## src/rtl/button_move_encoder.sv

```systemverilog
// -----------------------------------------------------------------------------
// button_move_encoder
//
// Turns four raw, bouncing push-buttons into single move commands for the maze
// FSM. Each button is synchronised (two flops), debounced (a counter of
// consecutive disagreeing samples) and edge-detected. Presses are arbitrated
// (Top > Bottom > Left > Right), encoded into a 2-bit direction and delivered
// once over a valid/ready handshake. Everything runs on clk.
//
// Ports:
//   clk          system clock (only clock)
//   reset        synchronous, active-high reset
//   btnTop       raw button inputs (asynchronous, bouncing)
//   btnBottom
//   btnLeft
//   btnRight
//   move_ready   consumer accepts the pending move this cycle
//   move_valid   a move command is pending
//   move_dir     00 Top, 01 Left, 10 Right, 11 Bottom
//   btn_db       debounced levels {Right, Left, Bottom, Top}
//   drop_pulse   one-cycle pulse when a press event is discarded
//
// Optional build macro AUTOREPEAT_EN: while the button that produced the last
// move stays held, the same move is re-presented after REPEAT_DELAY cycles in
// HOLD, then every REPEAT_PERIOD cycles. Without the macro the REPEAT_*
// parameters have no effect.
// -----------------------------------------------------------------------------
module button_move_encoder #(
    parameter int CNT_W           = 20,
    parameter int DEBOUNCE_CYCLES = 1000000,
    parameter int REPEAT_DELAY    = 50000000,
    parameter int REPEAT_PERIOD   = 15000000
) (
    input  logic       clk,
    input  logic       reset,
    input  logic       btnTop,
    input  logic       btnBottom,
    input  logic       btnLeft,
    input  logic       btnRight,
    input  logic       move_ready,
    output logic       move_valid,
    output logic [1:0] move_dir,
    output logic [3:0] btn_db,
    output logic       drop_pulse
);

    localparam logic [CNT_W-1:0] DB_LAST = CNT_W'(DEBOUNCE_CYCLES - 1);

    // Elaboration-time parameter sanity checks.
    if (DEBOUNCE_CYCLES < 1 || 64'(DEBOUNCE_CYCLES) >= (64'd1 << CNT_W)) begin : g_bad_debounce
        $error("DEBOUNCE_CYCLES must be in 1..2^CNT_W-1");
    end
    if (REPEAT_DELAY < 1 || REPEAT_PERIOD < 1) begin : g_bad_repeat
        $error("REPEAT_DELAY and REPEAT_PERIOD must be at least 1");
    end

    // Bit order matches btn_db: {Right, Left, Bottom, Top}.
    logic [3:0] raw_vec;
    logic [3:0] db_vec;
    logic [3:0] press_vec;

    assign raw_vec = {btnRight, btnLeft, btnBottom, btnTop};

    genvar gi;
    generate
        for (gi = 0; gi < 4; gi++) begin : g_btn
            logic             sync1_reg;
            logic             sync2_reg;
            logic             db_reg;
            logic             press_reg;
            logic [CNT_W-1:0] cnt_reg;

            always_ff @(posedge clk) begin
                if (reset) begin
                    sync1_reg <= 1'b0;
                    sync2_reg <= 1'b0;
                    db_reg    <= 1'b0;
                    press_reg <= 1'b0;
                    cnt_reg   <= '0;
                end else begin
                    sync1_reg <= raw_vec[gi];
                    sync2_reg <= sync1_reg;
                    press_reg <= 1'b0;
                    if (sync2_reg == db_reg) begin
                        cnt_reg <= '0;
                    end else if (cnt_reg == DB_LAST) begin
                        // Level has disagreed for DEBOUNCE_CYCLES samples: accept it.
                        // The press strobe is raised in the same edge so the FSM
                        // sees it one cycle after btn_db rises.
                        db_reg    <= ~db_reg;
                        cnt_reg   <= '0;
                        press_reg <= ~db_reg;
                    end else begin
                        cnt_reg <= cnt_reg + 1'b1;
                    end
                end
            end

            assign db_vec[gi]    = db_reg;
            assign press_vec[gi] = press_reg;
        end
    endgenerate

    // Arbitration: lowest set bit wins (Top > Bottom > Left > Right).
    logic [1:0] win_dir;
    logic [3:0] press_rest;
    logic       multi_press;

    always_comb begin
        win_dir = 2'b00;
        if (press_vec[0])      win_dir = 2'b00;
        else if (press_vec[1]) win_dir = 2'b11;
        else if (press_vec[2]) win_dir = 2'b01;
        else if (press_vec[3]) win_dir = 2'b10;
    end

    // Clearing the lowest set bit leaves something only if >1 press is set.
    assign press_rest  = press_vec & (press_vec - 4'd1);
    assign multi_press = |press_rest;

    typedef enum logic [1:0] {
        IDLE  = 2'd0,
        VALID = 2'd1,
        HOLD  = 2'd2
    } state_t;

    state_t     state_reg, state_next;
    logic [1:0] dir_reg, dir_next;
    logic       drop_next;
    logic       rpt_fire;

`ifdef AUTOREPEAT_EN
    localparam logic [31:0] RPT_DELAY_LAST  = 32'(REPEAT_DELAY - 1);
    localparam logic [31:0] RPT_PERIOD_LAST = 32'(REPEAT_PERIOD - 1);

    logic [31:0] rpt_cnt_reg;
    logic        rpt_again_reg;
    logic        rpt_arm_reg;
    logic        orig_held;
    logic [31:0] rpt_last;

    // The originating button is recovered from the direction code itself.
    always_comb begin
        orig_held = 1'b0;
        case (dir_reg)
            2'b00:   orig_held = db_vec[0];
            2'b11:   orig_held = db_vec[1];
            2'b01:   orig_held = db_vec[2];
            default: orig_held = db_vec[3];
        endcase
    end

    assign rpt_last = rpt_again_reg ? RPT_PERIOD_LAST : RPT_DELAY_LAST;
    assign rpt_fire = (state_reg == HOLD) && rpt_arm_reg && orig_held &&
                      (rpt_cnt_reg == rpt_last);

    always_ff @(posedge clk) begin
        if (reset) begin
            rpt_cnt_reg   <= '0;
            rpt_again_reg <= 1'b0;
            rpt_arm_reg   <= 1'b0;
        end else begin
            if (state_reg == IDLE && (|press_vec)) begin
                rpt_cnt_reg   <= '0;
                rpt_again_reg <= 1'b0;
                rpt_arm_reg   <= 1'b1;
            end else if (state_reg == HOLD) begin
                if (!orig_held) begin
                    // Releasing the originator ends auto-repeat for this move.
                    rpt_cnt_reg <= '0;
                    rpt_arm_reg <= 1'b0;
                end else if (rpt_fire) begin
                    // Later repeats count REPEAT_PERIOD from the next HOLD entry.
                    rpt_cnt_reg   <= '0;
                    rpt_again_reg <= 1'b1;
                end else if (rpt_arm_reg) begin
                    rpt_cnt_reg <= rpt_cnt_reg + 32'd1;
                end
            end
            // VALID: counter frozen.
        end
    end
`else
    assign rpt_fire = 1'b0;
`endif

    always_ff @(posedge clk) begin
        if (reset) begin
            state_reg <= IDLE;
            dir_reg   <= 2'b00;
        end else begin
            state_reg <= state_next;
            dir_reg   <= dir_next;
        end
    end

    always_comb begin
        state_next = state_reg;
        dir_next   = dir_reg;
        drop_next  = 1'b0;
        case (state_reg)
            IDLE: begin
                if (|press_vec) begin
                    state_next = VALID;
                    dir_next   = win_dir;
                    drop_next  = multi_press;
                end
            end
            VALID: begin
                drop_next = |press_vec;
                if (move_ready) state_next = HOLD;
            end
            HOLD: begin
                drop_next = |press_vec;
                if (db_vec == 4'b0000) state_next = IDLE;
                else if (rpt_fire)     state_next = VALID;
            end
            default: state_next = IDLE;
        endcase
    end

    assign move_valid = (state_reg == VALID);
    assign move_dir   = dir_reg;
    assign btn_db     = db_vec;
    assign drop_pulse = drop_next;

endmodule

```

## config.mk

```make
export PLATFORM = sky130hd
export DESIGN_NAME = button_move_encoder
export DESIGN_NICKNAME = d
export VERILOG_FILES = /design/src/rtl/button_move_encoder.sv
export SDC_FILE = /design/constraint.sdc
export NUM_CORES = 1
export LEC_CHECK = 0
export ABC_AREA = 1
export CAP_MARGIN = 15
export CORE_ASPECT_RATIO = 0.75
export CORE_MARGIN = 2
export CORE_UTILIZATION = 54
export DETAILED_ROUTE_END_ITERATION = 16
export DONT_BUFFER_PORTS = 1
export PLACE_DENSITY = 0.78
export SETUP_SLACK_MARGIN = 0.15
export SYNTH_ARGS = -nofsm -noshare
export SYNTH_HDL_FRONTEND = slang
export SYNTH_SLANG_ARGS = --single-unit
```

## constraint.sdc

```tcl
create_clock -name clk -period 1.7 [get_ports clk]
set_clock_uncertainty 0.2 [all_clocks]
set_input_delay 0.085 -clock clk [delete_from_list [all_inputs] [get_ports clk]]
set_output_delay 0.085 -clock clk [all_outputs]
set_load 0.01 [all_outputs]
```

==> results.py <==
metrics = {
    "run_status": {
        "status": "finished, violations left",
        "violations": "setup timing",
    },
    "floorplan": {
        "die_width_um": 116,
        "io_pins": 15,
        "num_rows": 30,
        "fp.coreArea_um2": 9080,
        "dieArea_um2": 10200,
        "die_h_um": 88.0,
        "start_util_pct": 55.9,
    },
    "setup_path": {
        "cp_cell_sequence": "nand2_1 > nor2_1 > nand2_1 > nor2_1 > nand3_1 > a21oi_2",
        "r2r_slack_ps": -100,
        "critPathMaxFanout": 4,
        "end_kind": "flip-flop",
        "r2r-end": "g_btn[3].cnt_reg[17]$_SDFF_PP0_",
        "critPathTopFamily": "simple AND/OR/NAND/NOR gates",
        "arrival_ps": 1890,
        "critical_path_buf_inv_count": 0,
        "critPathLaunchType": "flip-flop",
        "critPathRequiredTime_ps": 1780,
        "worstRegToRegCells": 6,
        "crit_type": "reg2reg",
        "max_stage_delay_ps": 410,
        "worst_r2r_startpoint": "g_btn[3].cnt_reg[7]$_SDFF_PP0_",
        "crit_slowest_cell": "dfxtp_1",
    },
    "yosys": {
        "yosysWarnings": 0,
        "avgSynthCellArea_um2": 6.86,
        "synth_top_cell_area_share_pct": 39.4,
        "synth_area_leaders": "dfxtp_1, nand2_1, nor2_1, inv_1, nand3_1",
        "syn-cell-area_um2": 5080,
        "synth_edf_count": 0,
        "ys_seq_area_share_pct": 39.4,
        "syn_inst": 740,
        "async_flop_share_pct": 0,
        "syn_nets": 756,
        "synthFlopType": "dfxtp_1",
        "yosysTopAreaCell": "dfxtp_1",
        "ys_ff_latch": 100,
        "ys_types": 30,
    },
    "clock_network": {
        "cts_tree": "yes",
        "cts_max_level": 3,
        "clockBufferDepth": 2,
        "cts_inserted_buffers": 9,
        "root_buffer": "clkbuf_16",
        "clock_latency_ps": 350,
        "cts_num_sinks": 100,
        "clkTransAtPathRegs_ps": 70,
    },
    "global_routing": {
        "grt.total_usage_pct": 25.2,
        "grt_pass1_wl_um": 20400,
        "grt_max_degree": 17,
        "antenna_found_initial": 0,
        "grt_pass1_vias": 4583,
        "gr-total-overflow": 0,
    },
    "worst_hold_path": {
        "hold_class": "in2reg",
        "min_from": "reset",
        "hold_end": "g_btn[0].sync1_reg$_SDFF_PP0_",
        "holdPathStages": 2,
    },
    "routing": {
        "drc_errors": 0,
        "num_vias": 5346,
        "first_pass_iters": 5,
        "wirelength_um": 16100,
        "antenna_left": 0,
        "wl_per_cell_um": 16.9,
        "vias_per_cell": 5.62,
        "drtIter0Drc": 601,
    },
    "sta": {
        "slew_violations": 0,
        "hold_viol": 0,
        "slew_headroom_pct": 75.5,
        "clock.fmax_mhz": 555,
        "tightest_slew_ps": 363,
        "min_period_ps": 1800,
        "finalSetupViolations": 16,
        "rsz0062_at_grt": "yes",
        "finalCritPeriodShare_pct": 106,
        "fin_ws_ps": -102,
    },
    "final_layout": {
        "utilization_pct": 79.0,
        "antenna_cells": 0,
        "drive_above_1_share_pct": 35.4,
        "largest_register_ffs": 80,
        "fillerInstances": 510,
        "nets": 835,
        "syn2layout_area_growth_pct": 41.2,
    },
    "flow_run": {
        "drv_cap": 0,
    },
    "placement": {
        "gp_congestion": 0.966,
        "port_buffers": 0,
        "dp_hpwl_um": 7440,
    },
    "power_and_ir_drop": {
        "leakage_nw": 2.27,
        "p_total_mw": 5.08,
        "ir_drop_mv": 0.537,
        "p_per_area_nw_per_um2": 709,
    },
}
-- metal layers --
layer  vias to the layer above  part of all wire, %  GRT usage [%]
met4                         0                  4.4           10.3
li1                       2437                    -              -
met1                      2476                   39           31.7
met5                         -                    0              0
met2                       338                   48           42.1
met3                        95                  8.4           6.16
-- layout make-up --
class / count / area, µm² / share of cell area (%)
tap: 128 / 160 / 2.23
clock inverter: 6 / 86.3 / 1.20
sequential: 100 / 2060 / 28.7
inverter: 87 / 332 / 4.62
multi-input combinational: 544 / 3440 / 47.9
clock buffer: 10 / 239 / 3.33
timing repair buffer: 77 / 861 / 12.0
-- worst register-to-register path: stages (launching register included) --
cell,delay (ps)
dfxtp_1,410
nand2_1,170
nor2_1,280
nand2_1,110
nor2_1,210
nand3_1,160
a21oi_2,180
-- worst max-delay path by stage --
stage	slack, ps	endpoint	startpoint	depth (start not counted)
after global placement	70	g_btn[3].cnt_reg[12]$_SDFF_PP0_	g_btn[3].cnt_reg[1]$_SDFF_PP0_	9
after floorplan	130	g_btn[3].cnt_reg[10]$_SDFF_PP0_	g_btn[3].cnt_reg[0]$_SDFF_PP0_	9
after CTS	70	g_btn[2].cnt_reg[6]$_SDFF_PP0_	g_btn[2].cnt_reg[1]$_SDFF_PP0_	10
after detailed placement	-20	g_btn[3].cnt_reg[12]$_SDFF_PP0_	g_btn[3].cnt_reg[1]$_SDFF_PP0_	9
after global routing	-110	g_btn[3].cnt_reg[17]$_SDFF_PP0_	g_btn[3].cnt_reg[8]$_SDFF_PP0_	6
final	-100	g_btn[3].cnt_reg[17]$_SDFF_PP0_	g_btn[3].cnt_reg[7]$_SDFF_PP0_	6
-- cells in the final DEF, fill, tap and decap left out, types with 6 or more instances in the layout --
cell           instances
buf_6                  6
a21oi_2               31
nor2_1                99
nor2_4                41
nand2_4                6
xnor2_1               12
nand3_2                8
a21oi_1                7
clkbuf_16             13
nand3_4                7
o21ai_0                9
dfxtp_2               30
nand4_1               10
nand2_2               12
nand3_1               33
inv_1                 80
buf_4                 44
xor2_1                19
dlygate4sd3_1         12
ha_4                   6
buf_12                 8
dfxtp_1               65
nor2_2                38
nand2_1              172
-- metrics by stage --
step	worst slack (ps)	instances	cell area [µm²]	setup TNS (ps)	hold WS [ps]
floorplan	127	740	5150	0	-8.03
global placement	65.4	870	5360	0	-42.3
detailed placement	-17.3	870	5360	-89.2	-41.1
CTS	68.9	928	6370	0	141
global route	-109	952	7170	-2210	147
finish	-102	952	7170	-331	147
-- cells by family after synthesis --
family	synth area share (%)
AND/OR/NAND/NOR	37.3
buffers and inverters	8.40
XOR/XNOR	6.03
adder cells (fa/ha/maj)	2.22
flip-flops	39.4
AO/OA/AOI/OAI	6.60
-- power by group --
group          switching (mW)  total [mW]  internal (mW)
Sequential             0.0338        2.40           2.37
Clock                   0.932        2.26           1.33
Combinational           0.226       0.419          0.193
Total                    1.19        5.08           3.89
-- timing repair --
action / 4_1_cts / 5_1_grt
cloned: 6 / 4
hold endpoints to repair: 58 / 0
pin swaps: 23 / 36
gates resized for setup: 55 / 167
hold buffers: 12 / 0
setup endpoints to repair: 86 / 89
setup buffers: 24 / 20
-- cells in the mapped netlist, types with 10 or more instances --
cell type    n
a21oi_1     24
xnor2_1     12
nand3_1     44
dfxtp_1    100
inv_1       85
nor2_1     156
nand4_1     10
xor2_1      23
nor2_2      20
nand2_1    184
a21oi_2     16
o21ai_0     12
(Power assumes the default switching activity.)
